File: config.mk
export PLATFORM = sky130hd
export DESIGN_NAME = pipelined_control_unit
export DESIGN_NICKNAME = d
export VERILOG_FILES = /design/src/rtl/rv_ctrl_pkg.sv /design/src/rtl/rv_opcode_decoder.sv /design/src/rtl/pipelined_control_unit.sv
export SDC_FILE = /design/constraint.sdc
export NUM_CORES = 1
export LEC_CHECK = 0
export BUFFER_PORTS_ARGS = -buffer_cell sky130_fd_sc_hd__buf_2
export CORE_ASPECT_RATIO = 1.75
export CORE_MARGIN = 2
export CORE_UTILIZATION = 51
export CTS_BUF_LIST = sky130_fd_sc_hd__clkbuf_4
export DETAILED_ROUTE_END_ITERATION = 10
export HOLD_SLACK_MARGIN = 0.1
export PLACE_DENSITY = 0.92
export SLEW_MARGIN = 20
export SYNTH_ARGS = -nofsm -noshare
export SYNTH_HDL_FRONTEND = slang
export SYNTH_SLANG_ARGS = --single-unit
File: constraint.sdc
create_clock -name clk -period 2.1 [get_ports clk]
set_clock_uncertainty 0.2 [all_clocks]
set_input_delay 0.42 -clock clk [delete_from_list [all_inputs] [get_ports clk]]
set_output_delay 0.42 -clock clk [all_outputs]
set_load 0.05 [all_outputs]
File: src/rtl/rv_ctrl_pkg.sv
// Shared opcode, immediate-select and result-select codes plus the control bundle types.
// No logic here; no latency and no backpressure of its own.
package rv_ctrl_pkg;

  localparam logic [6:0] OP_LOAD  = 7'b0000011;
  localparam logic [6:0] OP_STORE = 7'b0100011;
  localparam logic [6:0] OP_R     = 7'b0110011;
  localparam logic [6:0] OP_I     = 7'b0010011;
  localparam logic [6:0] OP_BR    = 7'b1100011;
  localparam logic [6:0] OP_JAL   = 7'b1101111;
  localparam logic [6:0] OP_JALR  = 7'b1100111;
  localparam logic [6:0] OP_LUI   = 7'b0110111;
  localparam logic [6:0] OP_AUIPC = 7'b0010111;

  localparam logic [2:0] IMM_I = 3'b000;
  localparam logic [2:0] IMM_S = 3'b001;
  localparam logic [2:0] IMM_B = 3'b010;
  localparam logic [2:0] IMM_J = 3'b011;
  localparam logic [2:0] IMM_U = 3'b100;

  localparam logic [1:0] RES_ALU = 2'b00;
  localparam logic [1:0] RES_MEM = 2'b01;
  localparam logic [1:0] RES_PC4 = 2'b10;

  localparam logic [1:0] ASRC_RS1  = 2'b00;
  localparam logic [1:0] ASRC_PC   = 2'b01;
  localparam logic [1:0] ASRC_ZERO = 2'b10;

  localparam logic [1:0] ALUOP_ADD   = 2'b00;
  localparam logic [1:0] ALUOP_SUB   = 2'b01;
  localparam logic [1:0] ALUOP_FUNCT = 2'b10;

  // ImmSrc is consumed in Decode only, so it is not part of the pipelined bundle.
  typedef struct packed {
    logic       regWrite;
    logic       aluSrc;
    logic       memWrite;
    logic [1:0] resultSrc;
    logic       branch;
    logic [1:0] aluOp;
    logic       jump;
    logic       jumpReg;
    logic [1:0] aluASrc;
    logic       valid;
    logic       illegal;
  } ctrl_t;

  typedef struct packed {
    logic       regWrite;
    logic       memWrite;
    logic [1:0] resultSrc;
  } memCtrl_t;

  typedef struct packed {
    logic       regWrite;
    logic [1:0] resultSrc;
  } wbCtrl_t;

  localparam ctrl_t CTRL_BUBBLE = '0;

endpackage

File: src/rtl/rv_opcode_decoder.sv
// Combinational RV32I main decoder: opcode to control bundle and immediate select, zero latency.
// No backpressure; illegal opcodes yield an all-zero bundle with only valid/illegal set.
module rv_opcode_decoder
  import rv_ctrl_pkg::*;
#(
  parameter bit SUPPORT_UJ   = 1'b1,
  parameter bit KILL_ILLEGAL = 1'b1
) (
  input  logic [6:0] op,
  output ctrl_t      ctrl,
  output logic [2:0] immSrc
);

  logic isIllegal;
  ctrl_t raw;

  always_comb begin
    raw       = CTRL_BUBBLE;
    raw.valid = 1'b1;
    immSrc    = IMM_I;
    isIllegal = 1'b0;
    case (op)
      OP_LOAD:  begin raw.regWrite = 1'b1; raw.aluSrc = 1'b1; raw.resultSrc = RES_MEM; end
      OP_STORE: begin raw.memWrite = 1'b1; raw.aluSrc = 1'b1; immSrc = IMM_S; end
      OP_R:     begin raw.regWrite = 1'b1; raw.aluOp = ALUOP_FUNCT; end
      OP_I:     begin raw.regWrite = 1'b1; raw.aluSrc = 1'b1; raw.aluOp = ALUOP_FUNCT; end
      OP_BR:    begin raw.branch = 1'b1; raw.aluOp = ALUOP_SUB; immSrc = IMM_B; end
      OP_JAL: begin
        raw.regWrite = 1'b1; raw.resultSrc = RES_PC4; raw.jump = 1'b1; immSrc = IMM_J;
        isIllegal = !SUPPORT_UJ;
      end
      OP_JALR: begin
        raw.regWrite = 1'b1; raw.aluSrc = 1'b1; raw.resultSrc = RES_PC4;
        raw.jump = 1'b1; raw.jumpReg = 1'b1;
        isIllegal = !SUPPORT_UJ;
      end
      OP_LUI: begin
        raw.regWrite = 1'b1; raw.aluSrc = 1'b1; raw.aluASrc = ASRC_ZERO; immSrc = IMM_U;
        isIllegal = !SUPPORT_UJ;
      end
      OP_AUIPC: begin
        raw.regWrite = 1'b1; raw.aluSrc = 1'b1; raw.aluASrc = ASRC_PC; immSrc = IMM_U;
        isIllegal = !SUPPORT_UJ;
      end
      default: isIllegal = 1'b1;
    endcase
    // Illegal ops still travel down the pipe, but can never write anything.
    if (isIllegal) begin
      raw         = CTRL_BUBBLE;
      raw.valid   = 1'b1;
      raw.illegal = KILL_ILLEGAL;
      immSrc      = IMM_I;
    end
  end

  assign ctrl = raw;

endmodule

File: src/rtl/pipelined_control_unit.sv
// ID/EX, EX/MEM, MEM/WB control registers fed by the opcode decoder; 1/2/3 cycles to E/M/W fields.
// stallE holds ID/EX and bubbles EX/MEM; flushE bubbles ID/EX and overrides stallE.
module pipelined_control_unit
  import rv_ctrl_pkg::*;
#(
  parameter bit          SUPPORT_UJ   = 1'b1,
  parameter int unsigned CNT_W        = 8,
  parameter bit          KILL_ILLEGAL = 1'b1
) (
  input  logic             clk,
  input  logic             rst,
  input  logic [6:0]       opD,
  input  logic             validD,
  input  logic             stallE,
  input  logic             flushE,
  output logic [2:0]       ImmSrcD,
  output logic             RegWriteE,
  output logic             MemWriteE,
  output logic             ALUSrcE,
  output logic             BranchE,
  output logic             JumpE,
  output logic             JumpRegE,
  output logic             ValidE,
  output logic             IllegalE,
  output logic [1:0]       ResultSrcE,
  output logic [1:0]       ALUOpE,
  output logic [1:0]       ALUASrcE,
  output logic             RegWriteM,
  output logic             MemWriteM,
  output logic [1:0]       ResultSrcM,
  output logic             RegWriteW,
  output logic [1:0]       ResultSrcW,
  output logic [CNT_W-1:0] illegal_count
);

  localparam logic [CNT_W-1:0] CNT_MAX = '1;

  ctrl_t    decCtrl, nextE, idEx;
  memCtrl_t exMem;
  wbCtrl_t  memWb;
  logic     loadE;

  rv_opcode_decoder #(
    .SUPPORT_UJ  (SUPPORT_UJ),
    .KILL_ILLEGAL(KILL_ILLEGAL)
  ) uDecoder (
    .op    (opD),
    .ctrl  (decCtrl),
    .immSrc(ImmSrcD)
  );

  assign nextE = validD ? decCtrl : CTRL_BUBBLE;
  assign loadE = !flushE && !stallE;

  always_ff @(posedge clk or negedge rst) begin
    if (!rst) begin
      idEx          <= CTRL_BUBBLE;
      exMem         <= '0;
      memWb         <= '0;
      illegal_count <= '0;
    end else begin
      if (flushE)       idEx <= CTRL_BUBBLE;
      else if (!stallE) idEx <= nextE;
      exMem <= stallE ? memCtrl_t'('0) : memCtrl_t'{idEx.regWrite, idEx.memWrite, idEx.resultSrc};
      memWb <= wbCtrl_t'{exMem.regWrite, exMem.resultSrc};
      if (loadE && nextE.illegal && illegal_count != CNT_MAX)
        illegal_count <= illegal_count + 1'b1;
    end
  end

  assign RegWriteE  = idEx.regWrite;
  assign MemWriteE  = idEx.memWrite;
  assign ALUSrcE    = idEx.aluSrc;
  assign BranchE    = idEx.branch;
  assign JumpE      = idEx.jump;
  assign JumpRegE   = idEx.jumpReg;
  assign ValidE     = idEx.valid;
  assign IllegalE   = idEx.illegal;
  assign ResultSrcE = idEx.resultSrc;
  assign ALUOpE     = idEx.aluOp;
  assign ALUASrcE   = idEx.aluASrc;
  assign RegWriteM  = exMem.regWrite;
  assign MemWriteM  = exMem.memWrite;
  assign ResultSrcM = exMem.resultSrc;
  assign RegWriteW  = memWb.regWrite;
  assign ResultSrcW = memWb.resultSrc;

endmodule
==> impl_metrics.csv, run 1 <==
group,metric,value,unit
clocking,clockBufferDepth,2,
synth,yosysMostFrequentCell,"dfrtp_1",
placed_design,place_area,0.00159,mm²
global_routing,busiest_layer,"met2",
global_routing,grt_pass1_vias,1072,
pwr,combPwrFrac,0.306,
synth,seq_area_frac_synth,0.567,
synth,syn_area,0.00124,mm²
drt,dr.first_iter.drc_count,15,
synth,yosysWarnings,0,
pwr,p_seq_frac,0.515,
flow_run,drv_cap,0,
clocking,path_clk_slew,0.14,ns
synth,synth_area_leader_cell,"dfrtp_1",
synth,syn-num-nets,124,
timing,max_clock_freq,481,MHz
outcome,status,"finished, final reports clean",
pwr,switching_share,0.395,
worst_setup_path,crit_type,"input port to output port",
pwr,p_per_area,772,mW/mm²
pwr,clock_power_share,0.179,
final_layout,syn_to_final_growth,32.1,%
timing,slew-limit-headroom,0.602,
synth,synth_top_cells_by_area,"dfrtp_1 57%, nand2_1 5.2%, xnor2_1 2.8%, nor3_4 2.6%, nor2b_1 2.5%",
synth,synthTopCellsByCount,"28 x dfrtp_1, 17 x nand2_1, 6 x o21ai_0",
final_layout,fin_nets,181,
final_layout,fillCellCount,177,
drt,drc_errors,0,
worst_setup_path,cp-end-kind,"output port",
final_layout,finish.instance_area,0.00163,mm²
timing,hold_viol,0,
drt,ant_nets,0,
synth,async_reset_ff_frac,1.00,
clocking,clockRootBuffer,"clkbuf_4",
worst_setup_path,critPathArrivalTime,1.46,ns
timing,fin_crit,2.08,ns
global_routing,grt_max_degree,29,
global_routing,grt_util_met2,0.387,
drt,drt-total-wl,2830,µm
clocking,htree_levels,1,
global_routing,grt_pass1_wl,4730,µm
synth,synth-seq-cells,28,
worst_setup_path,worstPathMaxFanout,4,
timing,final.period_utilization,0.990,
placed_design,gp_congestion,0.855,
floorplan,ios,44,
final_layout,n_antenna_cell,0,
final_layout,multi_input_area,547,µm²
synth,yosys.cell_types.count,33,
pwr,p_int,0.000763,W
floorplan,start_util,0.537,
global_routing,grt_use_total,0.231,
floorplan,die_area,0.00285,mm²
synth,netlist_instances,111,
drt,routed_via_density,5.53,
pwr,leakagePower,0.889,nW
timing,setup_viol,0,
drt,wire_per_inst,14.8,µm
global_routing,antenna_found_initial,0,
drt,vias,1062,
global_routing,met1_usage,0.277,
synth,synth-edff-count,0,
global_routing,met3_usage,0.0225,
clocking,numCtsBuffers,3,
floorplan,die_x,41.2,µm
floorplan,core_area,0.00230,mm²
hold_path,min_path_type,"input port to register",
floorplan,row_count,23,
worst_setup_path,cp-start-kind,"input port",
placed_design,io_buffers,43,
placed_design,dpl.hpwl,2270,µm
clocking,clock-sinks,28,
floorplan,die_h,69.1,µm
clocking,cts_tree,"built",
timing,tightest_slew,0.596,ns
worst_setup_path,required,1.48,ns
pwr,p_sw,0.000498,W
final_layout,regArea,702,µm²
global_routing,grt_overflow,0,
timing,rsz0062_at_grt,"no",
synth,synth_top_area_share,0.567,
synth,avgSynthCellArea,11.1,µm²
pwr,ir_worst_vdd,0.000463,V
synth,yosys_most_used_dff,"dfrtp_1",
final_layout,drive_gt1_frac,0.401,
pwr,power,0.00126,W
timing,final_max_slew_viol_count,0,
clocking,worstSkewPairLatency,0.32,ns
drt,first_pass_iters,4,
-- sequential cells by signal, summed over array words and instances, names as in the netlist --
name and flops:
ALUSrcE 1, RegWriteW 1, JumpRegE 1, BranchE 1
RegWriteE 1, ValidE 1, ResultSrcW 2, ALUOpE 1
MemWriteM 1, IllegalE 1, ResultSrcM 2, illegal_count 8
MemWriteE 1, ALUASrcE 2, ResultSrcE 2, RegWriteM 1
JumpE 1
-- worst max-delay path, cell delays in order --
cell and delay (ns):
buf_2 0.12, or3_1 0.42, a211oi_4 0.21, buf_2 0.29
-- power groups by stage --
stage / Combinational [W] / Sequential, W / Clock [W]
after floorplan: 0.000105 / 0.000814 / 0
after global placement: 0.000374 / 0.000656 / 0
after detailed placement: 0.000385 / 0.000661 / 0
after CTS: 0.000388 / 0.000650 / 0.000225
after global routing: 0.000412 / 0.000659 / 0.000244
final: 0.000386 / 0.000650 / 0.000225
-- metrics by stage --
stage	hold WS (ns)	util	worst slack (ns)	std cells	setup TNS, ns
finish	0.129	0.709	0.0203	192	0
global route	0.141	0.709	0.00327	192	0
CTS	0.127	0.707	0.0205	192	0
detailed placement	0.160	0.691	-0.0540	187	-0.105
global placement	0.157	0.691	0.0417	187	0
floorplan	-0.0756	-	-0.0748	111	-0.132
-- cell usage in the layout, fill, tap and decap left out, types with 2 or more instances in the layout --
| cell | n |
|---|---|
| a22o_1 | 3 |
| and2b_1 | 4 |
| buf_2 | 43 |
| buf_4 | 13 |
| clkbuf_4 | 3 |
| dfrtp_1 | 27 |
| nand2_1 | 17 |
| nand3_1 | 4 |
| nand4_1 | 3 |
| nor2_1 | 5 |
| nor2b_1 | 5 |
| nor3_1 | 2 |
| nor3_4 | 2 |
| o21ai_0 | 6 |
| o31ai_1 | 3 |
| xnor2_1 | 4 |
| xor2_1 | 3 |
-- cell type report --
| type | count | share of cell area |
|---|---|---|
| Clock buffer | 3 | 0.0138 |
| Tap cell | 25 | 0.0192 |
| Clock inverter | 1 | 0.00230 |
| Inverter | 1 | 0.00230 |
| Timing Repair Buffer | 57 | 0.198 |
| Sequential cell | 28 | 0.430 |
| Multi-Input combinational cell | 77 | 0.335 |
-- kinds of logic after synthesis --
family	Yosys count	share of synthesized area
compound gates	18	0.103
xor+xnor	7	0.0496
fa+ha+maj	1	0.0101
buf+inv	6	0.0293
flops	28	0.567
simple gates	51	0.241
-- layer usage --
layer	vias to the layer above	wire length [µm]
li1	504	-
met1	504	997
met2	46	1630
met3	8	128
met4	0	78
met5	-	0
-- timing repair --
item,4_1_cts,5_1_grt
buffers inserted,0,0
endpoints found under the setup margin,0,1
hold buffers,1,0
endpoints found under the hold margin,28,0
resized for setup,0,1
-- path summary, 6_finish.rpt --
| check | start | to | slack [ns] | cells past startpoint |
|---|---|---|---|---|
| setup reg to reg | illegal_count[0]$_DFFE_PN0P_ | illegal_count[7]$_DFFE_PN0P_ | 0.14 | 6 |
| min in group asynchronous | rst | RegWriteW$_DFF_PN0_ | 0.41 | 2 |
| hold / removal | opD[4] | ResultSrcE[0]$_DFFE_PN0P_ | 0.13 | 2 |
| max in group asynchronous | rst | illegal_count[0]$_DFFE_PN0P_ | 0.87 | 2 |
| setup / recovery | opD[6] | ImmSrcD[0] | 0.02 | 4 |
| hold reg to reg | ResultSrcM[0]$_DFF_PN0_ | ResultSrcW[0]$_DFF_PN0_ | 0.19 | 0 |
Note: power is estimated with default switching activity, not from simulation.
==> run 2, diff against run 1 <==
--- a/config.mk
+++ b/config.mk
@@ -5,10 +5,11 @@
 export SDC_FILE = /design/constraint.sdc
 export NUM_CORES = 1
 export LEC_CHECK = 0
+export ABC_AREA = 1
 export BUFFER_PORTS_ARGS = -buffer_cell sky130_fd_sc_hd__buf_2
 export CORE_ASPECT_RATIO = 1.75
 export CORE_MARGIN = 2
-export CORE_UTILIZATION = 51
+export CORE_UTILIZATION = 53
 export CTS_BUF_LIST = sky130_fd_sc_hd__clkbuf_4
 export DETAILED_ROUTE_END_ITERATION = 10
 export HOLD_SLACK_MARGIN = 0.1
==> impl_metrics.csv, run 2 <==
group,metric,value,unit
synth,yosysMostFrequentCell,"nand2_1",
final_layout,multi_input_area,627,µm²
floorplan,start_util,0.543,
hold_path,min_path_type,"input port to register",
synth,netlist_instances,163,
drt,wire_per_inst,12.6,µm
timing,setup_tns,0,ns
clocking,numCtsBuffers,3,
clocking,clockBufferDepth,2,
worst_setup_path,critPathArrivalTime,1.95,ns
synth,synth-edff-count,0,
floorplan,ios,44,
hold_path,hold_depth,2,
synth,synth_area_leader_cell,"dfrtp_1",
synth,synth-seq-cells,28,
floorplan,die_area,0.00317,mm²
timing,final_max_slew_viol_count,0,
drt,drc_errors,0,
placed_design,io_buffers,43,
synth,syn_area,0.00144,mm²
worst_setup_path,crit_type,"input port to register",
synth,async_reset_ff_frac,1.00,
timing,setup_viol,0,
timing,slew-limit-headroom,0.610,
floorplan,row_count,25,
timing,fin_crit,1.92,ns
pwr,power,0.00116,W
floorplan,core_area,0.00266,mm²
final_layout,regArea,701,µm²
final_layout,drive_gt1_frac,0.351,
timing,final.period_utilization,0.913,
timing,hold_viol,0,
pwr,leakagePower,1.02,nW
global_routing,grt_use_total,0.215,
synth,synth_top_area_share,0.485,
final_layout,finish.instance_area,0.00173,mm²
drt,vias,1285,
global_routing,grt_max_degree,29,
clocking,worstSkewPairLatency,0.32,ns
global_routing,grt_pass1_vias,1265,
synth,yosys_most_used_dff,"dfrtp_1",
placed_design,dpl.hpwl,2380,µm
drt,drt-total-wl,3010,µm
final_layout,syn_to_final_growth,19.9,%
drt,routed_via_density,5.40,
worst_setup_path,required,2.13,ns
final_layout,mostFrequentLayoutCells,"46 x nand2_1, 43 x buf_2, 28 x dfrtp_1",
floorplan,die_x,43.5,µm
drt,first_pass_iters,7,
synth,syn-num-nets,176,
worst_setup_path,cp-start-kind,"input port",
floorplan,die_h,73.0,µm
synth,synth_top_cells_by_area,"dfrtp_1 49%, nand2_1 12%, nand4_1 3.5%, nand3_1 3.1%, inv_1 3.1%",
timing,rsz0062_at_grt,"no",
drt,dr.first_iter.drc_count,64,
final_layout,largest-register,"illegal_count",
clocking,cts_tree,"built",
pwr,p_per_area,670,mW/mm²
final_layout,fin_nets,226,
timing,tightest_slew,0.585,ns
synth,avgSynthCellArea,8.86,µm²
global_routing,antenna_found_initial,0,
timing,max_clock_freq,522,MHz
clocking,clockRootBuffer,"clkbuf_4",
final_layout,fillCellCount,227,
synth,yosysWarnings,0,
flow_run,drv_cap,0,
worst_setup_path,r2r_cells,9,
outcome,status,"finished, final reports clean",
placed_design,place_area,0.00169,mm²
final_layout,layout_commonest_cell,"nand2_1",
global_routing,grt_pass1_wl,5230,µm
worst_setup_path,cp-end-kind,"register",
final_layout,n_antenna_cell,0,
clocking,path_clk_slew,0.13,ns
timing,worst_hold_slack,0.136,ns
drt,ant_nets,0,
global_routing,grt_overflow,0,
pwr,ir_worst_vdd,0.000375,V
placed_design,gp_congestion,0.764,
final_layout,largest_reg_flops,8,
synth,yosys.cell_types.count,34,
worst_setup_path,worstPathMaxFanout,9,
clocking,cts_setup_buffers,0,
clocking,clock-sinks,28,
synth,seq_area_frac_synth,0.485,
synth,synthTopCellsByCount,"46 x nand2_1, 28 x dfrtp_1, 12 x inv_1",
clocking,htree_levels,1,
[run 2: changes by cell type after synthesis, sizes merged, moves of 3 or more]
cell,before,now
nand2,17,48
inv,1,23
nor2,5,14
nand3,4,12
nand4,3,9
nor2b,5,0
a21oi,0,4
and2b,4,0
a22o,3,0
[run 2: logic make-up (layout without fill, tap and decap cells)]
| group | Yosys count | in the layout | share of synthesized area |
|---|---|---|---|
| simple gates | 86 | 86 | 0.315 |
| fa+ha+maj | 1 | 1 | 0.00866 |
| compound gates | 16 | 16 | 0.0797 |
| flops | 28 | 28 | 0.485 |
| buf+inv | 27 | 75 | 0.0806 |
| xor+xnor | 5 | 5 | 0.0303 |
[run 2: worst paths after layout]
path                                         startpoint                           end  slack, ns
min in group asynchronous                           rst          JumpRegE$_DFFE_PN0P_       0.41
setup reg to reg           illegal_count[0]$_DFFE_PN0P_  illegal_count[6]$_DFFE_PN0P_       0.41
setup / recovery                                 stallE  illegal_count[6]$_DFFE_PN0P_       0.18
hold reg to reg                 ResultSrcM[1]$_DFF_PN0_       ResultSrcW[1]$_DFF_PN0_       0.19
max in group asynchronous                           rst          IllegalE$_DFFE_PN0P_       0.91
hold / removal                                   opD[5]       ALUASrcE[0]$_DFFE_PN0P_       0.14
[run 2: stage by stage]
step,std cells,setup WS (ns),utilization
CTS,238,0.161,0.651
global route,238,0.0486,0.651
finish,238,0.183,0.651
global placement,233,0.190,0.635
floorplan,163,0.0309,-
detailed placement,233,0.185,0.635
[run 2: layout make-up]
cell class,instances,share of cell area
Tap cell,27,0.0195
Timing Repair Buffer,47,0.145
Clock buffer,3,0.0130
Inverter,25,0.0564
Multi-Input combinational cell,108,0.362
Sequential cell,28,0.405
[run 2: power breakdown]
part           internal, W  switching (W)  leakage (nW)
Combinational    0.0000846       0.000235         0.618
Clock            0.0000674       0.000149        0.0138
Sequential        0.000574      0.0000493         0.385
Total             0.000726       0.000433          1.02
[run 2: critical path: stages]
cell           delay, ns
dlygate4sd3_1       0.53
buf_2               0.15
inv_2               0.08
nand3_4             0.13
inv_4               0.12
nand2_2             0.06
clkinv_2            0.12
nand4_4             0.17
nand2_1             0.10
nand2_1             0.05
[run 2: metal layers]
layer  global-route usage  wire, µm  vias to the layer above
met4                0.121       102                        0
met1                0.244      1110                      597
met2                0.378      1670                       48
met3               0.0248       128                       11
li1                     -         -                      629
met5                    0         0                        -
[run 2: timing repair]
action	in CTS	in global routing
hold buffers	2	0
resized for setup	0	0
hold endpoints to repair	29	0
==> run 3, diff against run 2 <==
--- a/config.mk
+++ b/config.mk
@@ -9,7 +9,7 @@
 export BUFFER_PORTS_ARGS = -buffer_cell sky130_fd_sc_hd__buf_2
 export CORE_ASPECT_RATIO = 1.75
 export CORE_MARGIN = 2
-export CORE_UTILIZATION = 53
+export CORE_UTILIZATION = 54
 export CTS_BUF_LIST = sky130_fd_sc_hd__clkbuf_4
 export DETAILED_ROUTE_END_ITERATION = 10
 export HOLD_SLACK_MARGIN = 0.1
@@ -17,4 +17,5 @@
 export SLEW_MARGIN = 20
 export SYNTH_ARGS = -nofsm -noshare
 export SYNTH_HDL_FRONTEND = slang
+export SYNTH_HIERARCHICAL = 1
 export SYNTH_SLANG_ARGS = --single-unit
==> impl_metrics.csv, run 3 <==
group,metric,value,unit
outcome,status,"finished, final reports clean",
floorplan,die_h,75.6,µm
drt,ant_nets,0,
synth,syn-num-nets,205,
hold_path,hold_path_end,"ResultSrcW[0]$_DFF_PN0_",
worst_setup_path,timing.rr.end,"illegal_count[2]$_DFFE_PN0P_",
synth,synth_area_leader_cell,"dfrtp_1",
timing,layout_setup_ws,0.154,ns
hold_path,hp-start,"ResultSrcM[0]$_DFF_PN0_",
synth,yosys_most_used_dff,"dfrtp_1",
drt,vias,1401,
worst_setup_path,critPathArrivalTime,1.33,ns
drt,dr.first_iter.drc_count,45,
global_routing,grt_pass1_vias,1256,
final_layout,syn_to_final_growth,17.5,%
clocking,worstSkewPairLatency,0.33,ns
global_routing,grt_use_total,0.216,
worst_setup_path,cp-end-kind,"output port",
worst_setup_path,ff2ff_setup_slack,0.52,ns
synth,seq_area_frac_synth,0.459,
timing,fin_crit,1.95,ns
clocking,cts_tree,"built",
synth,synth-edff-count,0,
placed_design,place_inst,257,
floorplan,die_x,44.9,µm
flow_run,drv_cap,0,
worst_setup_path,crit_type,"input port to output port",
worst_setup_path,slowest_stage,"buf_2",
synth,avgSynthCellArea,8.23,µm²
timing,setup_tns,0,ns
global_routing,met3_usage,0.0427,
timing,slew-limit-headroom,0.586,
global_routing,busiest_layer,"met2",
worst_setup_path,cp-start-kind,"input port",
placed_design,dpl.hpwl,2430,µm
synth,synth-seq-cells,29,
timing,final.period_utilization,0.927,
worst_setup_path,reg2reg_from,"illegal_count[0]$_DFFE_PN0P_",
final_layout,largest_reg_flops,8,
final_layout,n_antenna_cell,0,
drt,drc_errors,0,
pwr,leakagePower,1.07,nW
clocking,htree_levels,2,
worst_setup_path,cp_cell_sequence,"buf_2 -> inv_2 -> nand3_2 -> inv_2 -> nand2_4 -> inv_4 -> nand2_4 -> o21ai_2 -> buf_2",
final_layout,fin_nets,250,
global_routing,grt_overflow,0,
synth,yosys.cell_types.count,27,
global_routing,grt_pass1_wl,5170,µm
hold_path,hold_depth,0,
synth,yosysWarnings,6,
timing,rsz0062_at_grt,"no",
global_routing,antenna_found_initial,0,
global_routing,grt_max_degree,30,
clocking,numCtsBuffers,5,
synth,synthTopCellsByCount,"38 x nand2_1, 31 x nand3_1, 29 x dfrtp_1",
placed_design,gp_congestion,0.825,
worst_setup_path,worstPathMaxFanout,5,
global_routing,met1_usage,0.207,
drt,wire_per_inst,11.8,µm
clocking,clock-sinks,29,
floorplan,core_area,0.00286,mm²
worst_setup_path,crit_family,"buffers and inverters",
timing,max_clock_freq,514,MHz
synth,netlist_instances,192,
worst_setup_path,max_stage_delay,0.27,ns
global_routing,grt_util_met2,0.386,
floorplan,die_area,0.00339,mm²
pwr,p_per_area,699,mW/mm²
pwr,ir_worst_vdd,0.000351,V
worst_setup_path,r2r_cells,7,
placed_design,io_buffers,43,
clocking,path_clk_slew,0.09,ns
synth,async_reset_ff_frac,1.00,
drt,drt-total-wl,3130,µm
synth,synth_top_area_share,0.459,
worst_setup_path,cp.depth,9,
final_layout,utilization,0.649,
timing,final_max_slew_viol_count,0,
clocking,post_cts_resized,0,
worst_setup_path,required,1.48,ns
synth,yosysMostFrequentCell,"nand2_1",
drt,routed_via_density,5.27,
synth,syn_area,0.00158,mm²
final_layout,fin_cells,266,
final_layout,mostFrequentLayoutCells,"43 x buf_2, 38 x nand2_1, 31 x nand3_1",
placed_design,dp_slack,0.159,ns
worst_setup_path,path_buf_inv,5,
hold_path,min_path_type,"register to register",
timing,tightest_slew,0.621,ns
final_layout,drive_gt1_frac,0.340,
synth,synth_top_cells_by_area,"dfrtp_1 46%, nand3_1 9.8%, nand2_1 9.0%, o21ai_1 4.1%, inv_1 4.0%",
drt,first_pass_iters,4,
clocking,clockRootBuffer,"clkbuf_4",
clocking,clockBufferDepth,2,
floorplan,row_count,26,
timing,hold_viol,0,
floorplan,start_util,0.552,
final_layout,largest-register,"illegal_count",
timing,setup_viol,0,
final_layout,layout_commonest_cell,"buf_2",
floorplan,ios,44,
## run 3: changes by cell type in the layout (fill, tap and decap cells not counted), moves of 3 or more
cell,before,now
inv_1,12,17
o21ai_2,0,3
nand2_4,1,5
nand2_1,46,38
nand4_1,8,3
xor2_1,3,0
o21ai_1,7,13
nand3_1,9,31
nand2_2,1,4
nor2_1,10,16
## run 3: power by group
part           switching, W  internal [W]
combinational      0.000255     0.0000889
clock              0.000190      0.000121
sequential        0.0000509      0.000592
total              0.000496      0.000802
## run 3: worst max path at each step
stage | start | endpoint | slack [ns]
4_1_cts | opD[4] | ImmSrcD[1] | 0.15
5_1_grt | opD[4] | ImmSrcD[1] | 0.07
2_1_floorplan | opD[2] | ImmSrcD[0] | 0.25
6_report | opD[4] | ImmSrcD[1] | 0.15
3_5_place_dp | opD[4] | ImmSrcD[1] | 0.16
3_3_place_gp | opD[3] | ImmSrcD[0] | 0.17
## run 3: metal layers
layer / share of wire / up-vias
met4: 0.037 / 0
li1: - / 697
met3: 0.042 / 9
met1: 0.37 / 651
met5: 0 / -
met2: 0.55 / 44
## run 3: kinds of logic (layout without fill, tap and decap cells)
| kind of cell | count (synthesis) | after routing | synth area share |
|---|---|---|---|
| AND/OR/NAND/NOR | 106 | 106 | 0.360 |
| buffers and inverters | 35 | 81 | 0.0942 |
| XOR/XNOR | 1 | 1 | 0.00554 |
| AO/OA/AOI/OAI | 19 | 19 | 0.0705 |
| adder cells (fa/ha/maj) | 1 | 1 | 0.00792 |
| other | 1 | 1 | 0.00237 |
| flip-flops | 29 | 29 | 0.459 |
## run 3: through the flow
stage                     total power, W  area [µm²]  hold slack (ns)
after CTS                        0.00131        1860            0.175
after detailed placement        0.000997        1800            0.157
after floorplan                 0.000910        1580          -0.0756
final                            0.00130        1860            0.174
after global routing             0.00136        1860            0.186
after global placement          0.000989        1800            0.151
## run 3: cell type report
type                       instances  area, µm²
multi-input combinational        128        706
sequential                        29        726
tap                               28       35.0
fill                             248       1010
clock buffer                       5       37.5
timing repair buffer              44        225
inverter                          29        115
clock inverter                     3       12.5
## run 3: timing repair
item,4_1_cts,5_1_grt
endpoints found under the hold margin,29,0
buffers inserted,0,0
hold buffers,1,0
